===== config.mk =====
export PLATFORM = sky130hd
export DESIGN_NAME = raiz_iterativa
export DESIGN_NICKNAME = d
export VERILOG_FILES = /design/src/rtl/raiz_iterativa.sv
export SDC_FILE = /design/constraint.sdc
export NUM_CORES = 1
export LEC_CHECK = 0
export BUFFER_PORTS_ARGS = -buffer_cell sky130_fd_sc_hd__buf_2
export CAP_MARGIN = 20
export CORE_MARGIN = 5
export CORE_UTILIZATION = 57
export DETAILED_ROUTE_END_ITERATION = 10
export HOLD_SLACK_MARGIN = 0.12
export PLACE_DENSITY = 0.8
export SETUP_SLACK_MARGIN = 0.5
export SLEW_MARGIN = 40
export SYNTH_ARGS = -nofsm -noshare
export SYNTH_HDL_FRONTEND = slang
export SYNTH_SLANG_ARGS = --single-unit
export TNS_END_PERCENT = 10

===== constraint.sdc =====
create_clock -name CLK -period 2.8 [get_ports CLK]
set_clock_uncertainty 0.15 [all_clocks]
set_input_delay 0.28 -clock CLK [delete_from_list [all_inputs] [get_ports CLK]]
set_output_delay 0.28 -clock CLK [all_outputs]
set_load 0.02 [all_outputs]

===== src/rtl/raiz_iterativa.sv =====
// Iterative restoring integer square root, one result bit per clock.
// Optional macro RAIZ_RESTO_EN adds the Resto output (Op_A - Resultado^2).
module raiz_iterativa #(
    parameter int WIDTH = 16
) (
    input  logic             CLK,
    input  logic             reset,
    input  logic             INIT,
    input  logic [WIDTH-1:0] Op_A,
`ifdef RAIZ_RESTO_EN
    output logic [WIDTH/2:0] Resto,
`endif
    output logic [WIDTH-1:0] Resultado,
    output logic             DONE
);

    localparam int HW = WIDTH / 2;
    localparam int RW = HW + 2;
    localparam int CW = (HW > 1) ? $clog2(HW) : 1;
    localparam logic [CW-1:0] LAST_CNT = CW'(HW - 1);

    typedef enum logic [1:0] {
        IDLE,
        CALC,
        FIN
    } state_t;

    state_t           state_q, state_d;
    logic             init_q, init_d;
    logic [WIDTH-1:0] opnd_q, opnd_d;
    logic [RW-1:0]    rem_q, rem_d;
    logic [HW-1:0]    root_q, root_d;
    logic [CW-1:0]    cnt_q, cnt_d;
    logic [WIDTH-1:0] res_q, res_d;
    logic             done_q, done_d;
`ifdef RAIZ_RESTO_EN
    logic [HW:0]      resto_q, resto_d;
`endif

    logic          start;
    logic [RW-1:0] rem_shift;
    logic [RW-1:0] trial;
    logic [RW-1:0] rem_next;
    logic [HW-1:0] root_next;

    always_comb begin
        state_d = state_q;
        init_d  = INIT;
        opnd_d  = opnd_q;
        rem_d   = rem_q;
        root_d  = root_q;
        cnt_d   = cnt_q;
        res_d   = res_q;
        done_d  = done_q;
`ifdef RAIZ_RESTO_EN
        resto_d = resto_q;
`endif
        start = INIT & ~init_q;

        // One restoring step: bring down two radicand bits, try to subtract 4*root+1.
        rem_shift = RW'({rem_q, opnd_q[WIDTH-1:WIDTH-2]});
        trial     = {root_q, 2'b01};
        if (rem_shift >= trial) begin
            rem_next  = rem_shift - trial;
            root_next = HW'({root_q, 1'b1});
        end else begin
            rem_next  = rem_shift;
            root_next = HW'({root_q, 1'b0});
        end

        case (state_q)
            IDLE, FIN: begin
                if (start) begin
                    opnd_d  = Op_A;
                    rem_d   = '0;
                    root_d  = '0;
                    cnt_d   = '0;
                    done_d  = 1'b0;
                    state_d = CALC;
                end
            end
            CALC: begin
                opnd_d = {opnd_q[WIDTH-3:0], 2'b00};
                rem_d  = rem_next;
                root_d = root_next;
                cnt_d  = cnt_q + CW'(1);
                if (cnt_q == LAST_CNT) begin
                    res_d   = {{(WIDTH - HW){1'b0}}, root_next};
                    done_d  = 1'b1;
                    state_d = FIN;
`ifdef RAIZ_RESTO_EN
                    resto_d = rem_next[HW:0];
`endif
                end
            end
            default: state_d = IDLE;
        endcase
    end

    always_ff @(posedge CLK) begin
        if (!reset) begin
            state_q <= IDLE;
            init_q  <= 1'b0;
            opnd_q  <= '0;
            rem_q   <= '0;
            root_q  <= '0;
            cnt_q   <= '0;
            res_q   <= '0;
            done_q  <= 1'b0;
`ifdef RAIZ_RESTO_EN
            resto_q <= '0;
`endif
        end else begin
            state_q <= state_d;
            init_q  <= init_d;
            opnd_q  <= opnd_d;
            rem_q   <= rem_d;
            root_q  <= root_d;
            cnt_q   <= cnt_d;
            res_q   <= res_d;
            done_q  <= done_d;
`ifdef RAIZ_RESTO_EN
            resto_q <= resto_d;
`endif
        end
    end

    assign Resultado = res_q;
    assign DONE      = done_q;
`ifdef RAIZ_RESTO_EN
    assign Resto     = resto_q;
`endif

endmodule


Word level (Yosys, flattened, before mapping)
Index checks and enable logic that the tools add are counted.
{"block": "classes", "n_addsub": 2, "multipliers": 0, "div_mod_pow": 0, "n_lt_le_gt_ge": 1, "n_eq_ne": 5, "shift": 0, "n_mux": 16, "bitwise": 2, "reduce_logical": 7}
{"operator": "16-bit case mux with 2 select lines", "count": 1}
{"operator": "8-bit case mux with 2 select lines", "count": 2}
{"operator": "8-bit two-way mux", "count": 3}
{"operator": "16-bit two-way mux", "count": 1}
{"operator": "10-bit >= comparator", "count": 1}
{"operator": "8-bit subtractor", "count": 1}
{"operator": "3-bit case mux with 2 select lines", "count": 1}
{"operator": "2-bit AND reduction", "count": 3}
{"operator": "2-bit two-way mux", "count": 2}
{"operator": "2-bit inequality test (second input constant)", "count": 2}
{"operator": "2-bit case mux with 2 select lines", "count": 1}
{"operator": "3-bit by 1-bit adder with 3-bit output (second input constant)", "count": 1}
{"operator": "3-bit equality test (second input constant)", "count": 1}
{"operator": "1-bit two-way mux", "count": 3}
{"operator": "3-bit two-way mux", "count": 1}
{"operator": "3-bit AND reduction", "count": 1}
{"operator": "2-bit by 1-bit equality test with 1-bit output (second input constant)", "count": 1}
{"operator": "2-bit equality test (second input constant)", "count": 1}
{"operator": "2-bit zero test", "count": 1}
{"operator": "1-bit case mux with 2 select lines", "count": 1}
{"operator": "2-bit nonzero test", "count": 1}
{"operator": "2-bit OR reduction", "count": 1}
{"operator": "1-bit AND", "count": 1}
{"operator": "1-bit inverter", "count": 1}
{"block": "totals", "register_bits": 47, "latch_bits": 0, "ramBits": 0, "romBits": 0, "input_bits": 19, "word_cells": 41, "n_memories": 0}

Logic depth before layout (Yosys ltp)
Gate-level depths: netlist of the first run.
{"block": "logic_depth", "depth_word": 4, "depth_mapped": 7, "depth_no_buf": 7}

Least setup slack after synthesis of the first run
Ideal clock, no wire load.
{"block": "synth_path", "kind": "register to register", "startpoint": "register root_q[6]", "endpoint": "register rem_q[2]", "setup_ns": 0.122, "arrival_time_ns": 1.742, "t_required_ns": 2.528, "setup_slack_ns": 0.786, "path_stages_with_launch": 8, "path_cell_list": "dfxtp_1 > inv_1 > ha_1 > a21oi_1 > nand2_1 > a221oi_4 > a211oi_1 > a311o_1"}
{"block": "synth_via", "elab_chain_cells": 3}
{"item": "start, declared", "line_no": "32", "source": "logic [HW-1:0] root_q, root_d;"}
{"item": "start signal, assigned", "line_no": "118", "source": "root_q <= root_d;"}
{"item": "10-bit >= comparator", "line_no": "63", "source": "if (rem_shift >= trial) begin"}
{"item": "8-bit two-way mux", "line_no": "63"}
{"item": "8-bit case mux with 2 select lines", "line_no": "71", "source": "case (state_q)"}
{"item": "end signal, assigned", "line_no": "117", "source": "rem_q <= rem_d;"}
{"item": "end, declared", "line_no": "31", "source": "logic [RW-1:0] rem_q, rem_d;"}
Every way passes these cells.
A chain may end at the register's enable or synchronous reset.

Worst setup path in the final report of the first run
{"block": "layout_path", "startpoint": "register root_q[1]", "endpoint": "register rem_q[2]"}
The elaborated chain is that of the path after synthesis.

==> results of run 1 <==
cell families (layout without fill, tap and decap cells):
family	Yosys count	after routing	share of synthesized area, %
muxes	1	1	0.405
buffers and inverters	37	73	6.99
and+or+nand+nor	129	129	23.9
xor gates and xnor gates	3	3	1.06
AOI/OAI and AO/OA	76	76	23.3
adders and majority gates	12	12	6.08
other	1	8	0.152
DFF	47	47	38.1
worst register-to-register path, cell delays in order, from the launching register on:
cell	delay [ps]
dfxtp_2	360
inv_1	60
ha_1	350
o21ai_1	130
a21oi_1	120
o311ai_4	500
a211oi_2	140
a311o_1	330
placed cells by master (no fill, tap or decap), types with 2 or more instances in the layout:
cell type,count
or2_2,2
and3_4,2
nor3b_1,2
clkbuf_8,5
o211ai_1,4
nand3_1,16
ha_1,10
nor2_1,23
buf_4,6
buf_2,27
a221o_2,2
nand2b_1,4
a211oi_1,2
a32o_1,2
o21ai_0,7
a311o_1,3
dlygate4sd3_1,18
a21oi_1,29
a311oi_1,14
bufinv_16,2
dfxtp_2,3
and2_1,7
xnor2_1,2
a31oi_1,2
nand2_1,64
dfxtp_1,44
inv_1,14
conb_1,8
worst paths after layout:
kind,start,endpoint,slack (ps)
setup / recovery,root_q[1],rem_q[2],580
hold / removal,Resultado[6],Resultado[6],310
setup reg to reg,root_q[1],rem_q[2],580
hold reg to reg,Resultado[6],Resultado[6],310
area by class of cell:
class                   count  area [um2]  share of cell area (%)
clock buffers               5        68.8                    2.31
clock inverters             3        71.3                    2.39
inverters                  14        52.6                    1.76
multi-input cells         229        1420                    47.6
flip-flops and latches     47         945                    31.7
well taps                  52        65.1                    2.18
repair buffers             51         360                    12.1
per-stage QoR:
step / power (mW) / std cells / util, %
after CTS: 3.06 / 400 / 68.8
after global placement: 2.38 / 374 / 61.3
after detailed placement: 2.41 / 374 / 61.3
after floorplan: 2.12 / 313 / -
after global routing: 3.39 / 401 / 69.9
final: 3.20 / 401 / 69.9
layer usage:
metal  wire length [um]  up-vias  global-route usage [%]
met1               2550     1075                    27.4
met5                  0        -                       0
li1                   -     1139                       -
met4                 80        0                    6.60
met2               2880       49                    35.2
met3                238        9                    4.35
report_power, final:
part           total, mW  switching, mW  internal [mW]
registers          0.830         0.0716          0.759
logic               1.75          0.995          0.758
clock network      0.614          0.252          0.363
what timing repair did:
| item | CTS | global route |
|---|---|---|
| hold endpoints to repair | 17 | 0 |
| resized for setup | 0 | 8 |
| hold buffers | 18 | 0 |
| setup endpoints to repair | 0 | 7 |
| buffers inserted | 0 | 1 |
registers in the layout, indices dropped and copies added, names as in the netlist:
name and cells:
DONE 1, Resultado 8, cnt_q 3, init_q 1
opnd_q 16, rem_q 8, root_q 8, state_q 2
==> qor.yml, run 1 <==
fmaxAchievable_ghz: 0.450
cp_top_family: "compound AO/OA/AOI/OAI gates"
async_flop_share_pct: 0
r2r_cells: 7
arrival_ps: 2280
synthTopCellsByArea: "dfxtp_1, nand2_1, ha_1"
slowest_stage: "o311ai_4"
cp-end-kind: "flip-flop"
post_drt_wl_per_cell_um: 14.3
insertion_delay_ps: 310
holdWs_ps: 306
rsz0062_at_grt: "no"
clkSlewWorstSetupHoldPaths_ps: 100
n_antenna_cell: 0
finalHoldViolCount: 0
cp.required_ps: 2860
cts-root-buf: "clkbuf_8"
synth_commonest_cells: "nand2_1, dfxtp_1, a21oi_1"
min_path_cells: 2
h-tree-depth: 2
fin_crit_sh_pct: 79.4
setup.worst_path.class: "flip-flop to flip-flop"
slowest_delay_ps: 500
ys_types: 44
nNetsFinal: 379
hold_path_class: "flip-flop to flip-flop"
yosysTopAreaCellShare_pct: 38.1
grt_usage_pct: 21.2
synth_area_per_cell_um2: 8.07
p_leak_nw: 1.17
vias: 2272
crit_fanout: 8
first_iter_violations: 125
grt_pass1_wl_mm: 9.55
status: "completed"
syn_to_final_growth_pct: 20.8
design_area_um2: 2980
drv_slew: 0
grt_overflow_total: 0
boundaryPins: 36
die_w_um: 75.8
drive_gt1_share_pct: 17.5
nFillCells: 353
synth-main-ff-cell: "dfxtp_1"
initial_core_util_pct: 57.9
yosys_warnings: 0
io_buffers: 27
slew_headroom_pct: 61.2
place_congestion: 0.910
core_area_um2: 4260
worst_slack_ps: 578
setup_violations: 0
cts_tree: "yes"
via_per_inst: 5.67
cts.sinks: 47
drv_cap: 0
drc: 0
tns_ps: 0
cp.depth: 7
antenna_found_initial: 0
drt-total-wl_mm: 5.75
postRouteAntennaNets: 0
tightestPinTransition_ps: 579
netlist_area_um2: 2470
num_rows: 24
yosysMostFrequentCell: "nand2_1"
ir_drop_v: 0.000612
netlist_instances: 306
grt_start_max_net_pins: 42
grt_pass1_vias: 2156
die_area_um2: 5750
die_h_um: 75.8
synth-edff-count: 0
synth_seq_area_share_pct: 38.1
critPathBufInv: 1
dpl_cell_area_um2: 2610
crit_chain: "inv_1, ha_1, o21ai_1, a21oi_1, o311ai_4, a211oi_2, a311o_1"
synth-seq-cells: 47
power_density_nw_per_um2: 1070
cts_made_buffers: 5
place_ws_ps: 590
synth_top_cell_by_area: "dfxtp_1"
finalCriticalPeriod_ps: 2220
start_kind: "flip-flop"
drt_first_pass_iters: 4
cts_buffer_depth: 2
dp_hpwl_mm: 3.81
No activity file was read; power rests on OpenSTA's default activity.
==> run 2: changes to the inputs <==
Settings changed: CORE_UTILIZATION 57 to 51, PLACE_DENSITY 0.8 to 0.75.
Clock period 2.8 ns to 2 ns, I/O delays scaled along.
==> qor.yml, run 2 (synthesis results as in run 1) <==
cp-end-kind: "flip-flop"  # unchanged
drv_cap: 0  # unchanged
drc: 0  # unchanged
cp.required_ps: 2030  # was 2860 ps
seqCellArea_um2: 951  # was 945 um2
grt_pass1_vias: 2273  # was 2156
power_density_nw_per_um2: 1470  # was 1070 nW/um2
die_w_um: 79.6  # was 75.8 um
grt_usage_pct: 20.4  # was 21.2%
n_antenna_cell: 0  # unchanged
finalHoldViolCount: 0  # unchanged
fin_crit_sh_pct: 99.6  # was 79.4%
die_h_um: 79.6  # was 75.8 um
cts_made_buffers: 5  # unchanged
num_rows: 25  # was 24
tightestPinTransition_ps: 665  # was 579 ps
grt_overflow_total: 0  # unchanged
nNetsFinal: 397  # was 379
drt_first_pass_iters: 4  # unchanged
cts-root-buf: "clkbuf_8"  # unchanged
clkSlewWorstSetupHoldPaths_ps: 80  # was 100 ps
start_kind: "flip-flop"  # unchanged
place_ws_ps: -33.2  # was 590 ps
hold_path_class: "input pin to flip-flop"  # was flip-flop to flip-flop
cts.sinks: 47  # unchanged
p_leak_nw: 1.26  # was 1.17 nW
final_common_cell: "nand2_1"  # unchanged
drive_gt1_share_pct: 26.8  # was 17.5%
setup_violations: 0  # unchanged
pwr-share-comb_pct: 62.6  # was 54.8%
drt-total-wl_mm: 5.99  # was 5.75 mm
seqPwrFrac_pct: 25.1  # was 26.0%
finalCriticalPeriod_ps: 1990  # was 2220 ps
p_clk_share_pct: 12.3  # was 19.2%
h-tree-depth: 2  # unchanged
rsz0062_at_grt: "yes"  # was no
dp_hpwl_mm: 3.99  # was 3.81 mm
post_drt_wl_per_cell_um: 13.8  # was 14.3 um
ir_drop_v: 0.000861  # was 0.000612 V
vias: 2342  # was 2272
min_path_cells: 4  # was 2
r2r_cells: 7  # unchanged
die_area_um2: 6330  # was 5750 um2
status: "completed"  # unchanged
initial_core_util_pct: 52.3  # was 57.9%
arrival_ps: 2020  # was 2280 ps
place_congestion: 0.885  # was 0.910
nFillCells: 382  # was 353
grt_pass1_wl_mm: 10.3  # was 9.55 mm
design_area_um2: 3210  # was 2980 um2
dpl.cell_count: 402  # was 374
cts_tree: "yes"  # unchanged
dpl_cell_area_um2: 2830  # was 2610 um2
postRouteAntennaNets: 0  # unchanged
switching_share_pct: 40.8  # was 41.2%
worst_slack_ps: 8.96  # was 578 ps
largest_reg_flops: 16  # unchanged
slew_headroom_pct: 55.5  # was 61.2%
via_per_inst: 5.41  # was 5.67
stdcell_count: 433  # was 401
most-common-layout-cells: "nand2_1, dfxtp_1, buf_2"  # was nand2_1, dfxtp_1, a21oi_1
core_area_um2: 4720  # was 4260 um2
first_iter_violations: 201  # was 125
crit_fanout: 7  # was 8
grt_start_max_net_pins: 32  # was 42
setup.worst_path.class: "flip-flop to flip-flop"  # unchanged
syn_to_final_growth_pct: 30.0  # was 20.8%
cts_buffer_depth: 2  # unchanged
power_switching_mw: 1.92  # was 1.32 mW
fmaxAchievable_ghz: 0.502  # was 0.450 GHz
boundaryPins: 36  # unchanged
antenna_found_initial: 0  # unchanged
top_register: "opnd_q"  # unchanged
insertion_delay_ps: 300  # was 310 ps
multiInputGateArea_um2: 1510  # was 1420 um2
io_buffers: 27  # unchanged
drv_slew: 0  # unchanged
power.internal_mw: 2.79  # was 1.88 mW
-- run 2: changes by cell type in the layout (fill, tap and decap cells not counted), sizes merged --
cell,delta
buf,+18
clkinv,+1
bufinv,-2
clkbuf,+1
inv,-1
-- run 2: path summary, 6_finish.rpt --
| check | startpoint | end | slack (ps) |
|---|---|---|---|
| hold reg to reg | Resultado[6] | Resultado[6] | 300 |
| setup / recovery | root_q[5] | rem_q[2] | 9 |
| setup reg to reg | root_q[5] | rem_q[2] | 9 |
| hold / removal | INIT | state_q[1] | 160 |
-- run 2: layout make-up --
type	count	area share, %
Multi-Input combinational cell	229	47.1
Sequential cell	47	29.6
Timing Repair Buffer	69	16.3
Tap cell	67	2.61
Clock buffer	6	2.57
Inverter	14	1.64
Clock inverter	1	0.156
-- run 2: through the flow --
stage	TNS, ps	power (mW)	hold slack [ps]	utilization (%)
finish	0	4.71	160	67.9
global route	-398	5.05	216	67.9
CTS	0	4.63	153	66.7
detailed placement	-40.5	3.70	296	59.9
global placement	0	3.65	290	59.9
floorplan	0	3.20	172	-
-- run 2: per-layer routing --
metal / vias up / global-route usage (%) / wire [um]
met1: 1100 / 24.7 / 2600
met3: 10 / 4.18 / 239
li1: 1188 / - / -
met4: 0 / 6.87 / 121
met5: - / 0 / 0
met2: 44 / 35.7 / 3020
-- run 2: power by group through the flow --
stage / clock network (mW) / logic, mW / registers (mW)
after detailed placement: 0 / 2.50 / 1.20
after floorplan: 0 / 2.02 / 1.17
after global routing: 0.634 / 3.22 / 1.19
after global placement: 0 / 2.46 / 1.20
final: 0.580 / 2.95 / 1.18
after CTS: 0.590 / 2.86 / 1.18
-- run 2: what timing repair did --
action,in CTS,in global routing
hold buffers,18,0
pin swaps,5,2
gates resized for setup,3,19
hold endpoints to repair,17,0
cloned,0,0
endpoints found under the setup margin,18,27
setup buffers,6,0
-- run 2: worst max-delay path, cell delays in order, from the launching register on --
cell and delay, ps:
dfxtp_2 360, inv_2 50, ha_4 290, and3_4 210, and3_4 210, o311a_4 220, nor2_4 50, a311o_1 350
